## src/rtl/timer_arbiter_pkg.sv

```systemverilog
// Shared definitions for the timer arbiter: FSM state encoding, interval codes
// used by both the arbiter and the time-parameter store, and default widths.
package timer_arbiter_pkg;

    localparam int SEL_W_DEF   = 2;
    localparam int VALUE_W_DEF = 4;

    typedef enum logic [2:0] {
        ST_IDLE   = 3'd0,
        ST_LOOKUP = 3'd1,
        ST_START  = 3'd2,
        ST_RUN    = 3'd3,
        ST_DONE   = 3'd4
    } state_t;

    typedef enum logic [SEL_W_DEF-1:0] {
        IV_BASE     = 2'd0,
        IV_EXTENDED = 2'd1,
        IV_YELLOW   = 2'd2,
        IV_WALK     = 2'd3
    } interval_t;

endpackage

```

## src/rtl/timer_arbiter_rr_pick2.sv

```systemverilog
// Two-input round-robin picker, purely combinational.
// On a tie the port not served last wins; last=1 means port 1 was served last.
module rr_pick2 (
    input  logic       req0,
    input  logic       req1,
    input  logic       last,
    output logic [1:0] gnt
);

    always_comb begin
        gnt = 2'b00;
        if (req0 && req1) begin
            gnt = last ? 2'b01 : 2'b10;
        end else if (req0) begin
            gnt = 2'b01;
        end else if (req1) begin
            gnt = 2'b10;
        end
    end

endmodule

```

## src/rtl/timer_arbiter.sv

```systemverilog
// Shares one countdown timer between two requesters: grant, look up duration,
// start timer, wait for expiry, pulse done. All outputs registered.
module timer_arbiter
    import timer_arbiter_pkg::*;
#(
    parameter int SEL_W   = SEL_W_DEF,
    parameter int VALUE_W = VALUE_W_DEF
) (
    input  logic               clk,
    input  logic               g_reset,
    input  logic               req0,
    input  logic               req1,
    input  logic [SEL_W-1:0]   sel0,
    input  logic [SEL_W-1:0]   sel1,
    output logic               done0,
    output logic               done1,
    input  logic               abort,
    output logic [SEL_W-1:0]   interval,
    input  logic [VALUE_W-1:0] value,
    output logic               start_timer,
    input  logic               expired,
    output logic               busy,
    output logic [1:0]         grant
);

    state_t             r_state;
    logic [1:0]         r_grant;
    logic [SEL_W-1:0]   r_interval;
    logic               r_last;
    logic               r_done0;
    logic               r_done1;
    logic               r_start;
    logic               r_busy;

    state_t             w_state_nxt;
    logic [1:0]         w_grant_nxt;
    logic [SEL_W-1:0]   w_interval_nxt;
    logic               w_last_nxt;
    logic               w_done0_nxt;
    logic               w_done1_nxt;
    logic               w_start_nxt;
    logic [1:0]         w_pick;
    logic               w_req_g;

    rr_pick2 u_pick (
        .req0 (req0),
        .req1 (req1),
        .last (r_last),
        .gnt  (w_pick)
    );

    assign w_req_g = (r_grant[0] & req0) | (r_grant[1] & req1);

    always_comb begin
        w_state_nxt    = r_state;
        w_grant_nxt    = r_grant;
        w_interval_nxt = r_interval;
        w_last_nxt     = r_last;
        w_done0_nxt    = 1'b0;
        w_done1_nxt    = 1'b0;
        w_start_nxt    = 1'b0;
        case (r_state)
            ST_IDLE: begin
                if (!abort && (req0 || req1)) begin
                    w_state_nxt    = ST_LOOKUP;
                    w_grant_nxt    = w_pick;
                    w_interval_nxt = w_pick[0] ? sel0 : sel1;
                    w_last_nxt     = w_pick[1];
                end
            end
            ST_LOOKUP, ST_START, ST_RUN: begin
                // Abort and withdrawal both outrank expiry; pointer is left as set at grant.
                if (abort || !w_req_g) begin
                    w_state_nxt = ST_IDLE;
                    w_grant_nxt = 2'b00;
                end else if (r_state == ST_LOOKUP) begin
                    w_state_nxt = ST_START;
                    w_start_nxt = (value != '0);
                end else if (r_state == ST_START) begin
                    if (value == '0) begin
                        w_state_nxt = ST_DONE;
                        w_done0_nxt = r_grant[0];
                        w_done1_nxt = r_grant[1];
                    end else begin
                        w_state_nxt = ST_RUN;
                    end
                end else if (expired) begin
                    w_state_nxt = ST_DONE;
                    w_done0_nxt = r_grant[0];
                    w_done1_nxt = r_grant[1];
                end
            end
            ST_DONE: begin
                w_state_nxt = ST_IDLE;
                w_grant_nxt = 2'b00;
            end
            default: begin
                w_state_nxt = ST_IDLE;
                w_grant_nxt = 2'b00;
            end
        endcase
    end

    always_ff @(posedge clk or posedge g_reset) begin
        if (g_reset) begin
            r_state    <= ST_IDLE;
            r_grant    <= 2'b00;
            r_interval <= '0;
            r_last     <= 1'b1;
            r_done0    <= 1'b0;
            r_done1    <= 1'b0;
            r_start    <= 1'b0;
            r_busy     <= 1'b0;
        end else begin
            r_state    <= w_state_nxt;
            r_grant    <= w_grant_nxt;
            r_interval <= w_interval_nxt;
            r_last     <= w_last_nxt;
            r_done0    <= w_done0_nxt;
            r_done1    <= w_done1_nxt;
            r_start    <= w_start_nxt;
            r_busy     <= (w_state_nxt != ST_IDLE);
        end
    end

    assign grant       = r_grant;
    assign interval    = r_interval;
    assign done0       = r_done0;
    assign done1       = r_done1;
    assign start_timer = r_start;
    assign busy        = r_busy;

endmodule

```

## config.mk

```make
export PLATFORM = sky130hd
export DESIGN_NAME = timer_arbiter
export DESIGN_NICKNAME = d
export VERILOG_FILES = /design/src/rtl/timer_arbiter_pkg.sv /design/src/rtl/timer_arbiter_rr_pick2.sv /design/src/rtl/timer_arbiter.sv
export SDC_FILE = /design/constraint.sdc
export NUM_CORES = 1
export LEC_CHECK = 0
export BUFFER_PORTS_ARGS = -buffer_cell sky130_fd_sc_hd__buf_4
export CAP_MARGIN = 0
export CORE_UTILIZATION = 41
export DETAILED_ROUTE_END_ITERATION = 12
export PLACE_DENSITY_LB_ADDON = 0.12
export SYNTH_ARGS = -nofsm -noshare
export SYNTH_HDL_FRONTEND = slang
export SYNTH_SLANG_ARGS = --single-unit
export TNS_END_PERCENT = 30
```

## constraint.sdc

```tcl
create_clock -name clk -period 1.4 [get_ports clk]
set_input_delay 0.14 -clock clk [delete_from_list [all_inputs] [get_ports clk]]
set_output_delay 0.14 -clock clk [all_outputs]
set_load 0.005 [all_outputs]
```

# Yosys cells after proc, flatten, opt, wreduce, memory -nomap -nowiden

Index checks and enable logic that the tools add are counted.

Equality and inequality tests: 5
Multiplexer cells: 30
Bitwise logic cells: 3
Reduce and logical (&&, ||, !) cells: 13

Operator list:

| operator           | number |
|---|---|
| $mux 3             | 6 |
| $mux 1             | 15 |
| $mux 2             | 7 |
| $eq 3x2->1 const B | 2 |
| $pmux 3 s2         | 1 |
| $logic_not 4->1    | 1 |
| $ne 2x2->1 const B | 2 |
| $pmux 2 s2         | 1 |
| $reduce_and 2->1   | 2 |
| $reduce_bool 4->1  | 1 |
| $eq 3x1->1 const B | 1 |
| $logic_not 3->1    | 1 |
| $reduce_bool 3->1  | 1 |
| $reduce_or 3->1    | 1 |
| $and 1x1->1        | 2 |
| $logic_and 1x1->1  | 2 |
| $logic_not 1->1    | 2 |
| $logic_or 1x1->1   | 2 |
| $or 1x1->1         | 1 |

Register bits: 12
Input port bits: 14
Output and inout bits: 8
Word-level logic and storage cells: 59

# Longest topological paths before layout

Depth in word-level cells: 7
Gate-level depth with buffers: 3
Gate-level depth less buffers: 3

# Hierarchy

From an unflattened synthesis, not the netlist that was laid out.

Cells, all modules: 51
Area, all modules: 589.3 um^2

By module, submodules not included:

| module        | instances | cells each | area an instance (um^2) | sequential area each (um^2) |
|---|---|---|---|---|
| timer_arbiter | 1         | 48         | 570.5                   | 301.5 |
| rr_pick2      | 1         | 3          | 18.8                    | 0.0 |

# Worst setup path after synthesis

OpenSTA, ideal clock, no wires.

Path type: register to register
Start: reg r_state[0]
End: reg r_last
Setup time: 82 ps
Arrival time: 1268 ps
Data required time: 1318 ps
Slack: 50 ps
Cell stages (with the launch flop): 4
Buffers on the path: 0
Period minus slack after synthesis: 1350 ps
Path through: dfrtp_1 -> nor3_1 -> and2_1 -> mux2_2

Word-level cells in the longest chain between the ends: 2

Ends and longest elaborated chain:

| element                    | line                 | RTL |
|---|---|---|
| from (decl)                | timer_arbiter.sv:26  | `state_t r_state;` |
| from (signal assigned)     | timer_arbiter.sv:115 | `r_state <= w_state_nxt;` |
| $logic_not 3->1            | timer_arbiter.sv:62  | `case (r_state)` |
| $reduce_and 2->1 (no line) | --                   |  |
| to (signal assigned)       | timer_arbiter.sv:118 | `r_last <= w_last_nxt;` |
| to (decl)                  | timer_arbiter.sv:29  | `logic r_last;` |

Every way passes these cells.
A chain may end at the register's enable or synchronous reset.

# Final worst setup path

Start: reg r_state[2]
End: reg r_done1 (netlist: done1)

Word-level cells in the longest chain between the ends: 5
Elaborated cells on any way between the ends: 8
Classes of those cells: 3 x eq/ne; 4 x mux; 1 x reduce/logical

Ends and longest elaborated chain:

| element               | line                                     | RTL |
|---|---|---|
| $eq 3x2->1            | timer_arbiter.sv:62, timer_arbiter.sv:79 |  |
| $mux 1                | timer_arbiter.sv:79                      | `end else if (r_state == ST_START) begin` |
| $mux 1                | timer_arbiter.sv:76                      | `end else if (r_state == ST_LOOKUP) begin` |
| $mux 1                | timer_arbiter.sv:73                      | `if (abort \|\| !w_req_g) begin` |
| $mux 1 *              | timer_arbiter.sv:62                      |  |
| named net w_done1_nxt | timer_arbiter.sv:40                      | `logic w_done1_nxt;` |
| to (signal assigned)  | timer_arbiter.sv:120                     | `r_done1 <= w_done1_nxt;` |
| to (decl)             | timer_arbiter.sv:31                      | `logic r_done1;` |

Mark *: on every way through the listed nets, which the timed path passes. The rest lies on a longest branch.

==> impl_metrics.toml <==
[run_status]
status = "finished, final reports clean"

[clock_network]
cts_htree_levels = 1
clock_latency_ns = 0.28
root_buffer = "clkbuf_4"
clockBufferDepth = 2
cts_tree = "done"
cts.reportedPaths.clkPinSlew_ns = 0.08
cts_inserted_buffers = 3
cts_sinks = 12

[yosys]
synth_area_um2 = 601
syn_area_per_cell_um2 = 10.7
yosys_warnings = 0
synth_cells = 56
netlist_top_cells_area = "dfrtp_1, dfstp_2, a21oi_1"
syn-num-nets = 70
synth_fa_ha_area_share_pct = 0
synth-simple-area-share_pct = 26.3
yosysTopAreaCell = "dfrtp_1"
ys_ff_latch = 12
synth-seq-area-share_pct = 50.2
synth_compound_area_share_pct = 17.1
synth_xor_area_share_pct = 0
synth_top_area_share_pct = 45.8
synthMuxAreaShare_pct = 5.21
synth_top_family_by_area = "simple AND/OR/NAND/NOR gates"
synth_cell_types = 29

[cells_and_area]
stdcell_area_um2 = 866
synthToLayoutAreaGrowth_pct = 44.2
num_antenna_cells = 0
drive_gt1_share_pct = 44.8
nets = 102
layout.cells.most_common = "buf_4"
final_cell_mix = "buf_4, dfrtp_1, a21oi_1"
layout.cells.non_filler = 102

[sta]
report.final.slew_viol_count = 0
fin_crit_sh_pct = 99.7
timing.hold.ws_ns = 0.150
max_freq_mhz = 716
rsz0062_at_grt = "yes"
skew_ns = 0.00267
slew-limit-headroom_pct = 69.6
tightest_slew_ns = 0.456
period_needed_ns = 1.40
setup_viol = 0
hold_viol = 0

[placed_design]
dp_cells = 97
hpwl_mm = 1.10
io_buffers = 21
gp_congestion = 0.830
post_dp_cell_area_um2 = 815

[die]
core-area_um2 = 1330
die_w_um = 40.3
io_pins = 22
start_util_pct = 45.0
num_rows = 13
fp.dieH_um = 40.3
dieArea_um2 = 1620

[global_route]
grt_pass1_vias = 502
grt_max_degree = 13
grt_util_all_layers_pct = 20.6
grt-ovfl-total = 0
grt_pass1_wl_mm = 2.11
antenna_found_initial = 0

[worst_setup_path]
worstPathRequired_ns = 1.59
cp-end-kind = "flip-flop"
cp_max_fo = 4
crit_family = "simple AND/OR/NAND/NOR gates"
critPathArrivalTime_ns = 1.58
crit_chain = "buf_4, or4b_4, nor3b_1"
crit_slowest_cell = "or4b_4"
cpPeakStageDelay_ns = 0.54
path_buf_inv = 1
critical_path_class = "reg -> reg"
cp-start-kind = "flip-flop"

[detailed_routing]
top_layer = "met4"
post-route-drc-count = 0
drt_wl_total_mm = 1.36
met2_length_um = 601
wl_per_cell_um = 13.3
post_drt_via_cell_ratio = 5.18
dr.pass1.iters = 2
vias = 528
dr.first_iter.drc_count = 7
dr_wl_met3_um = 68
antenna_left = 0
wl_met1_um = 672

[power]
power_leakage_uw = 0.000409
peakVddDrop_uv = 741
total_power_uw = 875
powerDensity_nw_per_um2 = 1010

[run]
cap_violations = 0

[hold_path]
hp-class = "in -> reg"
==> final timing paths <==
kind | from | to | slack [ns] | depth (start not counted)
worst max-delay path | r_state[2] | done1 | 0.004 | 3
worst max register to register | r_state[2] | done1 | 0.004 | 3
min in group asynchronous | g_reset | done0 | 0.42 | 3
worst min-delay path | sel1[0] | interval[0] | 0.15 | 3
max in group asynchronous | g_reset | r_last | 0.63 | 3
worst min register to register | interval[0] | interval[0] | 0.58 | 2
==> layout make-up <==
class                   count  area, µm²
fillers                   112        468
clock buffers               4       36.3
well taps                  15       18.8
inverters                   2       7.51
repair buffers             27        205
multi-input cells          42        297
flip-flops and latches     12        302
==> stage by stage <==
stage               setup WS, ns  utilization, %  TNS [ns]
floorplan                 0.0500               -         0
global placement          0.0638            61.1         0
detailed placement        0.0447            61.1         0
CTS                       0.0220            64.5         0
global route             -0.0140            64.9   -0.0193
finish                   0.00372            64.9         0
==> worst min-delay path, delay by kind of cell <==
kind            cells  cell delay [ns]
compound gates      2             0.15
buf+inv             1             0.11
==> routing by layer <==
layer  global-route usage [%]  vias up
met5                        0        -
met4                     10.0        0
met3                     6.67        2
met2                     31.9       16
met1                     25.8      240
li1                         -      270
==> sequential cells by signal (all words and copies together) (netlist names) <==
| signal | cells |
|---|---|
| r_state | 3 |
| busy | 1 |
| r_last | 1 |
| interval | 2 |
| start_timer | 1 |
| done1 | 1 |
| grant | 2 |
| done0 | 1 |
==> synthesized netlist by cell type <==
master / n
a21oi_1: 4
or4_1: 1
dfrtp_1: 11
o21ai_1: 1
a21boi_0: 1
nand3b_1: 2
or2_2: 1
mux2_2: 1
a22oi_2: 1
o21ba_2: 1
a31oi_1: 2
or4b_4: 1
and2_1: 1
nor2_1: 3
nor3b_2: 1
nor4_1: 2
a21o_1: 1
dfstp_2: 1
mux2i_1: 2
nor2b_1: 3
nand2_1: 3
nor3b_1: 2
a22o_1: 1
inv_1: 2
o21ai_0: 2
o32ai_1: 1
or3_4: 1
or3_1: 1
nor3_1: 2
==> timing repair <==
action                                 in CTS  in global routing
gates resized for setup                     0                  1
setup endpoints to repair                   0                  3
hold buffers                                1                  0
endpoints found under the hold margin      11                  0
setup buffers                               0                  0
==> power by group <==
part           internal, µW  leakage (µW)  switching (µW)  total [µW]
Clock                   158     0.0000210             125         283
Combinational           107      0.000234            77.5         184
Sequential              383      0.000154            24.3         407
Total                   648      0.000409             227         875
==> logic make-up (layout without fill, tap and decap cells) <==
| kind of cell | Yosys count | in the layout |
|---|---|---|
| compound gates | 15 | 15 |
| buf+inv | 2 | 33 |
| flops | 12 | 12 |
| mux | 3 | 3 |
| simple gates | 24 | 24 |
Power figures use the tool's default switching activity.
